## config.mk

```make
export PLATFORM = sky130hd
export DESIGN_NAME = intr_ctrl_n
export DESIGN_NICKNAME = d
export VERILOG_FILES = /design/src/rtl/intr_pkg.sv /design/src/rtl/intr_sync_edge.sv /design/src/rtl/intr_ctrl_n.sv
export SDC_FILE = /design/constraint.sdc
export NUM_CORES = 1
export LEC_CHECK = 0
export CAP_MARGIN = 25
export CELL_PAD_IN_SITES_DETAIL_PLACEMENT = 1
export CELL_PAD_IN_SITES_GLOBAL_PLACEMENT = 2
export CORE_UTILIZATION = 23
export CTS_CLUSTER_SIZE = 24
export DETAILED_ROUTE_END_ITERATION = 6
export PLACE_DENSITY = 0.73
export SLEW_MARGIN = 0
export SYNTH_ARGS = -nofsm -noshare
export SYNTH_HDL_FRONTEND = slang
export SYNTH_HIERARCHICAL = 1
export SYNTH_SLANG_ARGS = --single-unit
```

## constraint.sdc

```tcl
create_clock -name clk -period 1.8 [get_ports clk]
set_input_delay 0.18 -clock clk [delete_from_list [all_inputs] [get_ports clk]]
set_output_delay 0.18 -clock clk [all_outputs]
set_load 0.05 [all_outputs]
```

## src/rtl/intr_pkg.sv

```systemverilog
// Shared types and constants for the intr_ctrl_n interrupt controller.
package intr_pkg;

   typedef enum logic [1:0] {
      IDLE    = 2'd0,
      REQ     = 2'd1,
      SERVICE = 2'd2
   } state_t;

   localparam logic [1:0] CFG_ENABLE = 2'd0;
   localparam logic [1:0] CFG_MODE   = 2'd1;
   localparam logic [1:0] CFG_PEND   = 2'd2;
   localparam logic [1:0] CFG_PRIO   = 2'd3;

   localparam int unsigned MCAUSE_INT_BIT = 31;
   localparam int unsigned CAUSE_BASE_DEF = 16;

endpackage

```

## src/rtl/intr_sync_edge.sv

```systemverilog
// Per-source synchroniser chain plus one delay flop for rising-edge detection.
module intr_sync_edge #(
   parameter int unsigned SYNC_STAGES = 2
) (
   input  logic clk_i,
   input  logic clrn_i,
   input  logic a_i,
   output logic y_o,
   output logic edge_o
);

   logic [SYNC_STAGES-1:0] sync_q;
   logic                   d_q;

   always_ff @(posedge clk_i or negedge clrn_i) begin
      if (!clrn_i) begin
         sync_q <= '0;
         d_q    <= 1'b0;
      end else begin
         sync_q <= {sync_q[SYNC_STAGES-2:0], a_i};
         d_q    <= sync_q[SYNC_STAGES-1];
      end
   end

   assign y_o    = sync_q[SYNC_STAGES-1];
   assign edge_o = sync_q[SYNC_STAGES-1] & ~d_q;

endmodule

```

## src/rtl/intr_ctrl_n.sv

```systemverilog
// Multi-source interrupt controller with claim/ack/eoi handshake.
// Define INTR_PRIO_EN for 2-bit per-source programmable priority.
module intr_ctrl_n
   import intr_pkg::*;
#(
   parameter int unsigned NSRC        = 8,
   parameter int unsigned SYNC_STAGES = 2,
   parameter int unsigned CAUSE_BASE  = CAUSE_BASE_DEF
) (
   input  logic            clk,
   input  logic            clrn,
   input  logic [NSRC-1:0] intr,
   input  logic            intr_ack,
   input  logic            eoi,
   input  logic            cfg_we,
   input  logic [1:0]      cfg_sel,
   input  logic [31:0]     cfg_wdata,
   output logic [31:0]     cfg_rdata,
   output logic            int_sync,
   output logic [3:0]      int_id,
   output logic [31:0]     int_cause
);

   logic [NSRC-1:0]   y, edg;
   logic [NSRC-1:0]   enable_q, mode_q, pend_q, pend_d;
   logic [NSRC-1:0]   pending, eligible, claim_oh, w1c, ack_clr;
   logic [2*NSRC-1:0] prio_vec;
   state_t            state_q, state_d;
   logic [3:0]        id_q, id_d, win;
   logic [31:0]       cause_q, cause_d;
   logic              unused_wdata;

   assign unused_wdata = ^cfg_wdata;

   for (genvar gi = 0; gi < NSRC; gi++) begin : g_sync
      intr_sync_edge #(.SYNC_STAGES(SYNC_STAGES)) u_sync (
         .clk_i  (clk),
         .clrn_i (clrn),
         .a_i    (intr[gi]),
         .y_o    (y[gi]),
         .edge_o (edg[gi])
      );
   end

   // Highest priority wins; strict '>' keeps ties on the lowest index.
   function automatic logic [3:0] pick(input logic [NSRC-1:0] el,
                                       input logic [2*NSRC-1:0] pr);
      logic [3:0] w;
      logic [1:0] best;
      logic       found;
      w     = '0;
      best  = '0;
      found = 1'b0;
      for (int unsigned i = 0; i < NSRC; i++) begin
         if (el[i] && (!found || pr[2*i +: 2] > best)) begin
            found = 1'b1;
            w     = 4'(i);
            best  = pr[2*i +: 2];
         end
      end
      return w;
   endfunction

`ifdef INTR_PRIO_EN
   logic [2*NSRC-1:0] prio_q;
   always_ff @(posedge clk or negedge clrn) begin
      if (!clrn)
         prio_q <= '0;
      else if (cfg_we && cfg_sel == CFG_PRIO)
         prio_q <= cfg_wdata[2*NSRC-1:0];
   end
   assign prio_vec = prio_q;
`else
   assign prio_vec = '0;
`endif

   assign pending  = (mode_q & pend_q) | (~mode_q & y);
   assign eligible = pending & enable_q;
   assign claim_oh = NSRC'(1) << id_q;

   // Latched bits exist only in edge mode; a fresh edge beats any clear.
   always_comb begin
      w1c     = (cfg_we && cfg_sel == CFG_PEND) ? cfg_wdata[NSRC-1:0] : '0;
      ack_clr = (state_q == REQ && intr_ack) ? (claim_oh & mode_q) : '0;
      pend_d  = mode_q & (edg | (pend_q & ~(w1c | ack_clr)));
   end

   always_comb begin
      state_d = state_q;
      id_d    = id_q;
      cause_d = cause_q;
      win     = pick(eligible, prio_vec);
      case (state_q)
         IDLE: begin
            if (|eligible) begin
               state_d                 = REQ;
               id_d                    = win;
               cause_d                 = '0;
               cause_d[MCAUSE_INT_BIT] = 1'b1;
               cause_d[30:0]           = 31'(CAUSE_BASE) + 31'(win);
            end
         end
         REQ: begin
            if (intr_ack)
               state_d = SERVICE;
            else if (!(|(eligible & claim_oh)))
               state_d = IDLE;
         end
         SERVICE: begin
            if (eoi)
               state_d = IDLE;
         end
         default: state_d = IDLE;
      endcase
   end

   always_ff @(posedge clk or negedge clrn) begin
      if (!clrn) begin
         state_q  <= IDLE;
         id_q     <= '0;
         cause_q  <= '0;
         enable_q <= '0;
         mode_q   <= '1;
         pend_q   <= '0;
      end else begin
         state_q <= state_d;
         id_q    <= id_d;
         cause_q <= cause_d;
         pend_q  <= pend_d;
         if (cfg_we && cfg_sel == CFG_ENABLE)
            enable_q <= cfg_wdata[NSRC-1:0];
         if (cfg_we && cfg_sel == CFG_MODE)
            mode_q <= cfg_wdata[NSRC-1:0];
      end
   end

   always_comb begin
      cfg_rdata = '0;
      case (cfg_sel)
         CFG_ENABLE: cfg_rdata = 32'(enable_q);
         CFG_MODE:   cfg_rdata = 32'(mode_q);
         CFG_PEND:   cfg_rdata = 32'(pending);
         CFG_PRIO:   cfg_rdata = 32'(prio_vec);
         default:    cfg_rdata = '0;
      endcase
   end

   assign int_sync  = (state_q == REQ);
   assign int_id    = id_q;
   assign int_cause = cause_q;

endmodule

```

======== Yosys cells after proc, flatten, opt, wreduce, memory -nomap -nowiden ========
Index checks and enable logic that the tools add are counted.
word-level totals
  bits in registers ....................... 86
  bits of input ports ..................... 47
  output and inout bits ................... 69
  word-level logic and storage cells ...... 106
operators by class
  multiplexer cells ....................... 22
  $add $sub $neg .......................... 1
  bitwise gates (word level) .............. 28
  reduce and logical (&&, ||, !) cells .... 24
  shift-type cells ........................ 1
  equal/unequal tests ..................... 8
operator list
  kind                   count
  $pmux W32 S4           1
  $and A8 B8 Y8          7
  $or A8 B8 Y8           3
  $mux W8                2
  $not A8 Y8             2
  $reduce_or A8 Y1       2
  $mux W2                6
  $mux W3                4
  $logic_and A1 B1 Y1    11
  $and A1 B1 Y1          8
  $mux W1                8
  $not A1 Y1             8
  $shl A1 B4 Y8 const A  1
  $logic_not A1 Y1       7
  $add A5 B4 Y6 const A  1
  $eq A2 B2 Y1 const B   3
  $pmux W2 S3            1
  $eq A2 B1 Y1 const B   2
  $logic_not A2 Y1       2
  $ne A2 B2 Y1 const B   2
  $ne A3 B3 Y1 const B   1
  $reduce_and A3 Y1      1
  $reduce_and A2 Y1      1

======== Longest topological paths before layout ========
Gate-level depths: netlist (run 1).
  depth in word-level cells ............... 27
  depth in mapped cells ................... 6
  depth with buffers taken out ............ 5

======== Hierarchy ========
Netlist (run 1), hierarchy kept.
modules (own cells, without submodules)
  module          instances  cells each  area each (um^2)  sequential area each (um^2)
  intr_ctrl_n     1          227         2152.1            760.7
  intr_sync_edge  8          4           88.8              75.1

======== Worst setup path before layout (run 1) ========
No wires, ideal clock.
  path kind ............................... flip-flop to output port
  start ................................... reg mode_q[4]
  end ..................................... out cfg_rdata[4]
  buffers on the path ..................... 0
  data arrival time ....................... 1.906 ns
  setup slack ............................. -0.286 ns
  data required time ...................... 1.620 ns
  cell stages (with the launch flop) ...... 5
  cells stage by stage .................... dfstp_2 > mux2i_1 > nand2_1 > o21ai_0 > o21ai_0
between the ends
  word-level cells in the longest chain between the ends .. 4
  elaborated cells between the ends (all ways) .. 5
  those cells by class .................... 1 x mux; 4 x bitwise
RTL lines
  item                    RTL line            source
  from (decl)             intr_ctrl_n.sv:25   logic [NSRC-1:0] enable_q, mode_q, pend_q, pend_d;
  from (signal assigned)  intr_ctrl_n.sv:133  mode_q <= cfg_wdata[NSRC-1:0];
  $not A8 Y8              intr_ctrl_n.sv:77   assign pending = (mode_q & pend_q) | (~mode_q & y);
  $and A8 B8 Y8           intr_ctrl_n.sv:77
  $or A8 B8 Y8            intr_ctrl_n.sv:77
  $pmux W32 S4 (*)        intr_ctrl_n.sv:139  case (cfg_sel)
  to (decl)               intr_ctrl_n.sv:18   output logic [31:0] cfg_rdata,
Every way passes the cells marked *; elsewhere a longest branch is shown, timed or not. The select of a mux whose other input is x is not followed.

======== Worst setup path after layout (run 1) ========
  start ................................... reg mode_q[5]
  end ..................................... out cfg_rdata[5]
The elaborated chain is that of the path after synthesis.

==> results of run 1 <==
## path summary, 6_finish.rpt
check / startpoint / to / slack (ns) / cells after the start
setup / recovery: mode_q[5] / cfg_rdata[5] / -0.08 / 5
hold / removal: intr[4] / g_sync[4].u_sync/sync_q[0] / 0.32 / 1
setup reg to reg: mode_q[3] / state_q[0] / -0.04 / 5
hold reg to reg: g_sync[3].u_sync/sync_q[0] / g_sync[3].u_sync/sync_q[1] / 0.35 / 0
max in group asynchronous: clrn / mode_q[7] / 1.07 / 3
min in group asynchronous: clrn / g_sync[0].u_sync/sync_q[0] / 0.43 / 3
## cell type report
type | instances | share of cell area [%]
Timing Repair Buffer | 68 | 18.20
Sequential cell | 54 | 36.07
Tap cell | 168 | 5.559
Inverter | 6 | 0.5956
Multi-Input combinational cell | 188 | 35.21
Clock inverter | 3 | 1.059
Clock buffer | 5 | 3.309
## stage by stage
stage	util, %	power, µW	worst slack [ns]	std cells	setup TNS, ns
floorplan	-	2979	0.04618	310	0
global placement	28.56	3476	0.001443	476	0
detailed placement	28.56	3512	-0.04694	476	-0.09507
CTS	30.70	4692	-0.1323	490	-0.2960
global route	31.35	4963	-0.1116	492	-0.6838
finish	31.35	4723	-0.07707	492	-0.1875
## flip-flops by register name, indices dropped and copies added (netlist names)
| signal | count |
|---|---|
| g_sync.u_sync/sync_q | 16 |
| enable_q | 8 |
| g_sync.u_sync/d_q | 8 |
| mode_q | 8 |
| pend_q | 8 |
| int_cause | 2 |
| int_id | 2 |
| state_q | 2 |
## layout by cell type (no fill, tap or decap), drive strengths merged, types with 3 or more instances in the layout
cell	synthesis	routed
nor2b	12	12
conb	1	52
nand2	30	30
dfstp	8	8
buf	58	44
o21a	8	8
mux2	21	21
clkbuf	4	5
inv	6	6
o21ai	15	15
nand3	3	3
nor2	5	5
dfrtp	46	46
clkdlybuf4s50	0	23
o311a	3	3
mux2i	8	8
## layer usage
layer	global-route usage, %	vias to the layer above	share of wire, %
met5	0	-	0
met4	2.807	0	0.88
met3	2.391	7	4.6
met1	15.22	972	47
met2	17.32	62	47
li1	-	906	-
## logic make-up after synthesis
group	count (synthesis)	synth area share, %
buffers and inverters	68	16.26
muxes	29	11.32
DFF	54	47.55
AOI/OAI and AO/OA	47	12.33
and+or+nand+nor	60	12.41
other	1	0.1310
## report_power, final
| group | internal, µW | total (µW) | switching [µW] | leakage (µW) |
|---|---|---|---|---|
| Sequential | 1420 | 1690 | 273 | 0.000631 |
| Combinational | 769 | 1940 | 1170 | 0.000984 |
| Clock | 652 | 1090 | 436 | 0.0000836 |
| Total | 2840 | 4720 | 1880 | 0.00170 |
## critical path, cell delays in order, from the launching register on
cell and delay, ns:
dfstp_2 0.55, mux2_4 0.33, buf_6 0.13, mux2i_4 0.14, o21ai_2 0.10, buf_12 0.15
## timing repair
action / CTS / global route
gates resized for setup: 13 / 17
hold buffers: 1 / 0
endpoints found under the hold margin: 46 / 0
setup buffers: 5 / 2
gates cloned: 0 / 0
pin swaps: 7 / 8
setup endpoints to repair: 9 / 13
==> impl_metrics.py, run 1 <==
metrics = {
    "outcome": {
        "run_status": "finished with violations",
        "violations": "negative setup slack",
    },
    "cells_and_area": {
        "multi_input_area_um2": 1331,
        "register_area_um2": 1364,
        "area_delta_synth_final_pct": 32.08,
        "final_area_um2": 3781,
        "antenna_cells": 0,
        "nets": 370,
        "drive_gt1_share_pct": 35.80,
        "fill_cells": 1339,
    },
    "yosys": {
        "synth.most_common_cell": "buf_4",
        "synth_top_flop_cell": "dfrtp_1",
        "yosysWarningCount": 6,
        "yosys-top-cells-count": "buf_4, dfrtp_1, nand2_1, mux2_2, o21ai_0",
        "synth-seq-area-share_pct": 47.55,
        "synth-edff-count": 0,
        "ys_types": 41,
        "syn-instance-count": 259,
        "yosysTopAreaCellShare_pct": 40.21,
        "synthTopCellsByArea": "dfrtp_1, buf_4, mux2_2",
        "ys_async_sr_fraction_pct": 100.0,
        "synth-seq-cells": 54,
        "syn_area_um2": 2863,
        "syn_area_per_cell_um2": 11.05,
        "yosysTopAreaCell": "dfrtp_1",
    },
    "sta": {
        "layout_worst_path_cycle_share_pct": 104.3,
        "finClkSkew_ns": 0.006983,
        "drv_slew": 0,
        "hold_ws_ns": 0.3214,
        "rsz0062_at_grt": "true",
        "period_needed_ns": 1.877,
        "finalHoldViolations": 0,
        "fin_ws_ns": -0.07707,
        "setup_violations": 5,
        "clock.fmax_mhz": 532.7,
    },
    "place": {
        "io_buffers": 39,
        "placed_cell_area_um2": 3445,
        "gp_congestion": 0.7482,
        "dp_hpwl_um": 4889,
    },
    "routing": {
        "totalWireLength_um": 6702,
        "first_pass_iters": 4,
        "routed_via_density": 3.957,
        "vias": 1947,
        "drt-initial-drc-count": 57,
        "ant_nets": 0,
        "drc": 0,
        "routedWlPerCell_um": 13.62,
    },
    "power_and_ir_drop": {
        "power_leakage_uw": 0.001699,
        "peakVddDrop_mv": 0.4839,
        "power.density_nw_per_um2": 1249,
    },
    "clocking": {
        "cts_max_level": 2,
        "clkSlewWorstSetupHoldPaths_ns": 0.07,
        "clk-insertion-delay-late_ns": 0.29,
        "clock-sinks": 54,
        "numCtsBuffers": 5,
        "root_buffer": "clkbuf_16",
        "clockBufferDepth": 2,
        "cts_tree": "yes",
    },
    "setup_path": {
        "start_kind": "flip-flop",
        "critical_path_class": "flip-flop to output port",
        "required_ns": 1.62,
        "cp.arrival_ns": 1.70,
        "cp-end-kind": "output port",
        "cp_max_fo": 3,
    },
    "grt": {
        "grt_overflow": 0,
        "antenna_found_initial": 0,
        "grt_start_max_net_pins": 55,
        "grt_pass1_vias": 2026,
        "track_usage_pct": 10.97,
        "grt_pass1_wl_um": 10890,
    },
    "die": {
        "die_w_um": 113.6,
        "die_y_um": 113.6,
        "floorplan.initialDensity_pct": 23.73,
        "io_pins": 116,
        "floorplan.rows": 40,
        "die_area_um2": 12900,
        "fp.coreArea_um2": 12060,
    },
    "job": {
        "cap_violations": 0,
    },
    "min_path": {
        "hold_path.class": "input port to flip-flop",
    },
}
Power figures use the tool's default switching activity.
==> inputs of run 2 (changes only) <==
- CORE_UTILIZATION: 23 -> 28
- PLACE_DENSITY: 0.73 -> 0.83
- TNS_END_PERCENT: unset -> 50
- clock period: 1.8 -> 2.45 ns (I/O delays scaled with it)
==> impl_metrics.py, run 2 (synthesis results as in run 1) <==
metrics = {
    "routing": {
        "routed_via_density": 4.240,
        "vias": 1853,
        "ant_nets": 0,
        "drt-initial-drc-count": 74,
        "totalWireLength_um": 6228,
        "routedWlPerCell_um": 14.25,
        "first_pass_iters": 4,
        "drc": 0,
    },
    "die": {
        "floorplan.initialDensity_pct": 29.15,
        "fp.coreArea_um2": 9819,
        "io_pins": 116,
        "die_w_um": 103.1,
        "floorplan.rows": 36,
        "die_area_um2": 10630,
        "die_y_um": 103.1,
    },
    "cells_and_area": {
        "largest_reg_flops": 16,
        "multi_input_area_um2": 1227,
        "top_register": "g_sync.u_sync/sync_q",
        "layout_common_cells": "conb_1, dfrtp_1, clkdlybuf4s50_1",
        "fill_cells": 1129,
        "antenna_cells": 0,
        "area_delta_synth_final_pct": 20.02,
        "drive_gt1_share_pct": 22.04,
        "register_area_um2": 1361,
        "final_common_cell": "conb_1",
        "nets": 350,
    },
    "grt": {
        "grt_start_max_net_pins": 54,
        "grt_pass1_wl_um": 9942,
        "track_usage_pct": 12.42,
        "grt_overflow": 0,
        "grt_pass1_vias": 1883,
        "antenna_found_initial": 0,
    },
    "power_and_ir_drop": {
        "total_power_uw": 3086,
        "power_leakage_uw": 0.001546,
        "clock_power_share_pct": 18.6,
        "pwr-share-comb_pct": 42.1,
        "peakVddDrop_mv": 0.4263,
        "pwr-share-seq_pct": 39.3,
        "internal_power_uw": 1800,
        "power.density_nw_per_um2": 898.1,
        "p_sw_uw": 1285,
        "switching_share_pct": 41.65,
    },
    "setup_path": {
        "cpLargestDelayFamily": "buffers and inverters",
        "cp_max_fo": 5,
        "path_depth": 2,
        "setup.worst_path.start": "state_q[1]",
        "start_kind": "flip-flop",
        "cp.arrival_ns": 1.86,
        "rr_worst_depth": 5,
        "slowest_stage": "clkdlybuf4s50_1",
        "reg2reg_slack_ns": 0.51,
        "r2r-end": "int_cause[4]",
        "crit_chain": "nor2b_1, clkdlybuf4s50_1",
        "cpPeakStageDelay_ns": 0.87,
        "reg2reg_from": "mode_q[4]",
        "worst-path-buf-inv": 1,
        "cp-end-kind": "output port",
        "required_ns": 2.20,
        "critical_path_class": "flip-flop to output port",
        "crit_path_end": "int_sync",
    },
    "sta": {
        "worst_pin_slew_ns": 0.5412,
        "rsz0062_at_grt": "false",
        "clock.fmax_mhz": 474.8,
        "finalHoldViolations": 0,
        "relSlewSlack_pct": 63.81,
        "drv_slew": 0,
        "finClkSkew_ns": 0.007222,
        "layout_worst_path_cycle_share_pct": 85.96,
        "fin_setup_tns_ns": 0,
        "setup_violations": 0,
        "period_needed_ns": 2.106,
    },
    "clocking": {
        "clk-insertion-delay-late_ns": 0.31,
        "clkSlewWorstSetupHoldPaths_ns": 0.09,
        "root_buffer": "clkbuf_8",
        "clockBufferDepth": 2,
        "cts_tree": "yes",
        "postCtsSetupBuffers": 0,
        "cts_max_level": 2,
        "numCtsBuffers": 5,
        "clock-sinks": 54,
    },
    "place": {
        "io_buffers": 39,
        "dp_hpwl_um": 4611,
        "gp_congestion": 0.7842,
    },
    "job": {
        "cap_violations": 0,
    },
    "min_path": {
        "hold_path.class": "input port to async pin",
    },
    "outcome": {
        "run_status": "complete, no violations",
    },
}
## run 2: changes by cell type in the layout (fill, tap and decap cells not counted), moves of 4 or more
cell	previous run	this run
buf_4	32	7
clkbuf_16	5	0
clkbuf_8	0	8
clkdlybuf4s50_1	23	30
mux2_2	15	19
mux2_4	6	2
mux2i_1	2	8
mux2i_2	4	0
o21ai_0	4	15
o21ai_2	11	0
## run 2: what timing repair did
item,in CTS,in global routing
resized for setup,0,0
hold endpoints to repair,46,0
hold buffers,1,0
## run 2: per-layer routing
layer | wire length [µm] | vias to the layer above | part of all wire [%] | global-route usage [%]
met5 | 0 | - | 0 | 0
met4 | 27 | 0 | 0.43 | 3.467
met3 | 376 | 4 | 6.0 | 2.780
met2 | 2902 | 71 | 47 | 19.64
met1 | 2921 | 915 | 47 | 17.05
li1 | - | 863 | - | -
## run 2: layout make-up
cell class	instances	area share (%)
sequential	54	39.62
multi-input combinational	188	35.72
timing repair buffer	48	15.95
tap	133	4.843
clock buffer	8	3.205
inverter	6	0.6555
## run 2: power groups by stage
stage | clock (µW) | sequential (µW) | combinational [µW]
floorplan | 0 | 1240 | 939
global placement | 0 | 1220 | 1280
detailed placement | 0 | 1230 | 1300
CTS | 595 | 1210 | 1310
global route | 627 | 1240 | 1380
finish | 573 | 1210 | 1300
## run 2: how the worst min path moves through the flow
stage                     from                          to  slack [ns]  cells after the start
after global placement    clrn  g_sync[4].u_sync/sync_q[0]        0.05                      1
after CTS                 clrn  g_sync[4].u_sync/sync_q[0]        0.26                      2
final                     clrn  g_sync[4].u_sync/sync_q[0]        0.27                      2
after detailed placement  clrn  g_sync[4].u_sync/sync_q[0]        0.05                      1
after global routing      clrn  g_sync[4].u_sync/sync_q[0]        0.28                      2
after floorplan           clrn                 enable_q[0]       -0.05                      0
## run 2: through the flow
step / instance area, µm² / hold slack (ns) / worst slack [ns] / cells / util [%]
floorplan: 3054 / -0.05059 / 0.2986 / 310 / -
global placement: 3316 / 0.04962 / 0.5698 / 428 / 33.77
detailed placement: 3316 / 0.04593 / 0.5280 / 428 / 33.77
CTS: 3436 / 0.2638 / 0.3596 / 437 / 34.99
global route: 3436 / 0.2798 / 0.2472 / 437 / 34.99
finish: 3436 / 0.2735 / 0.3439 / 437 / 34.99
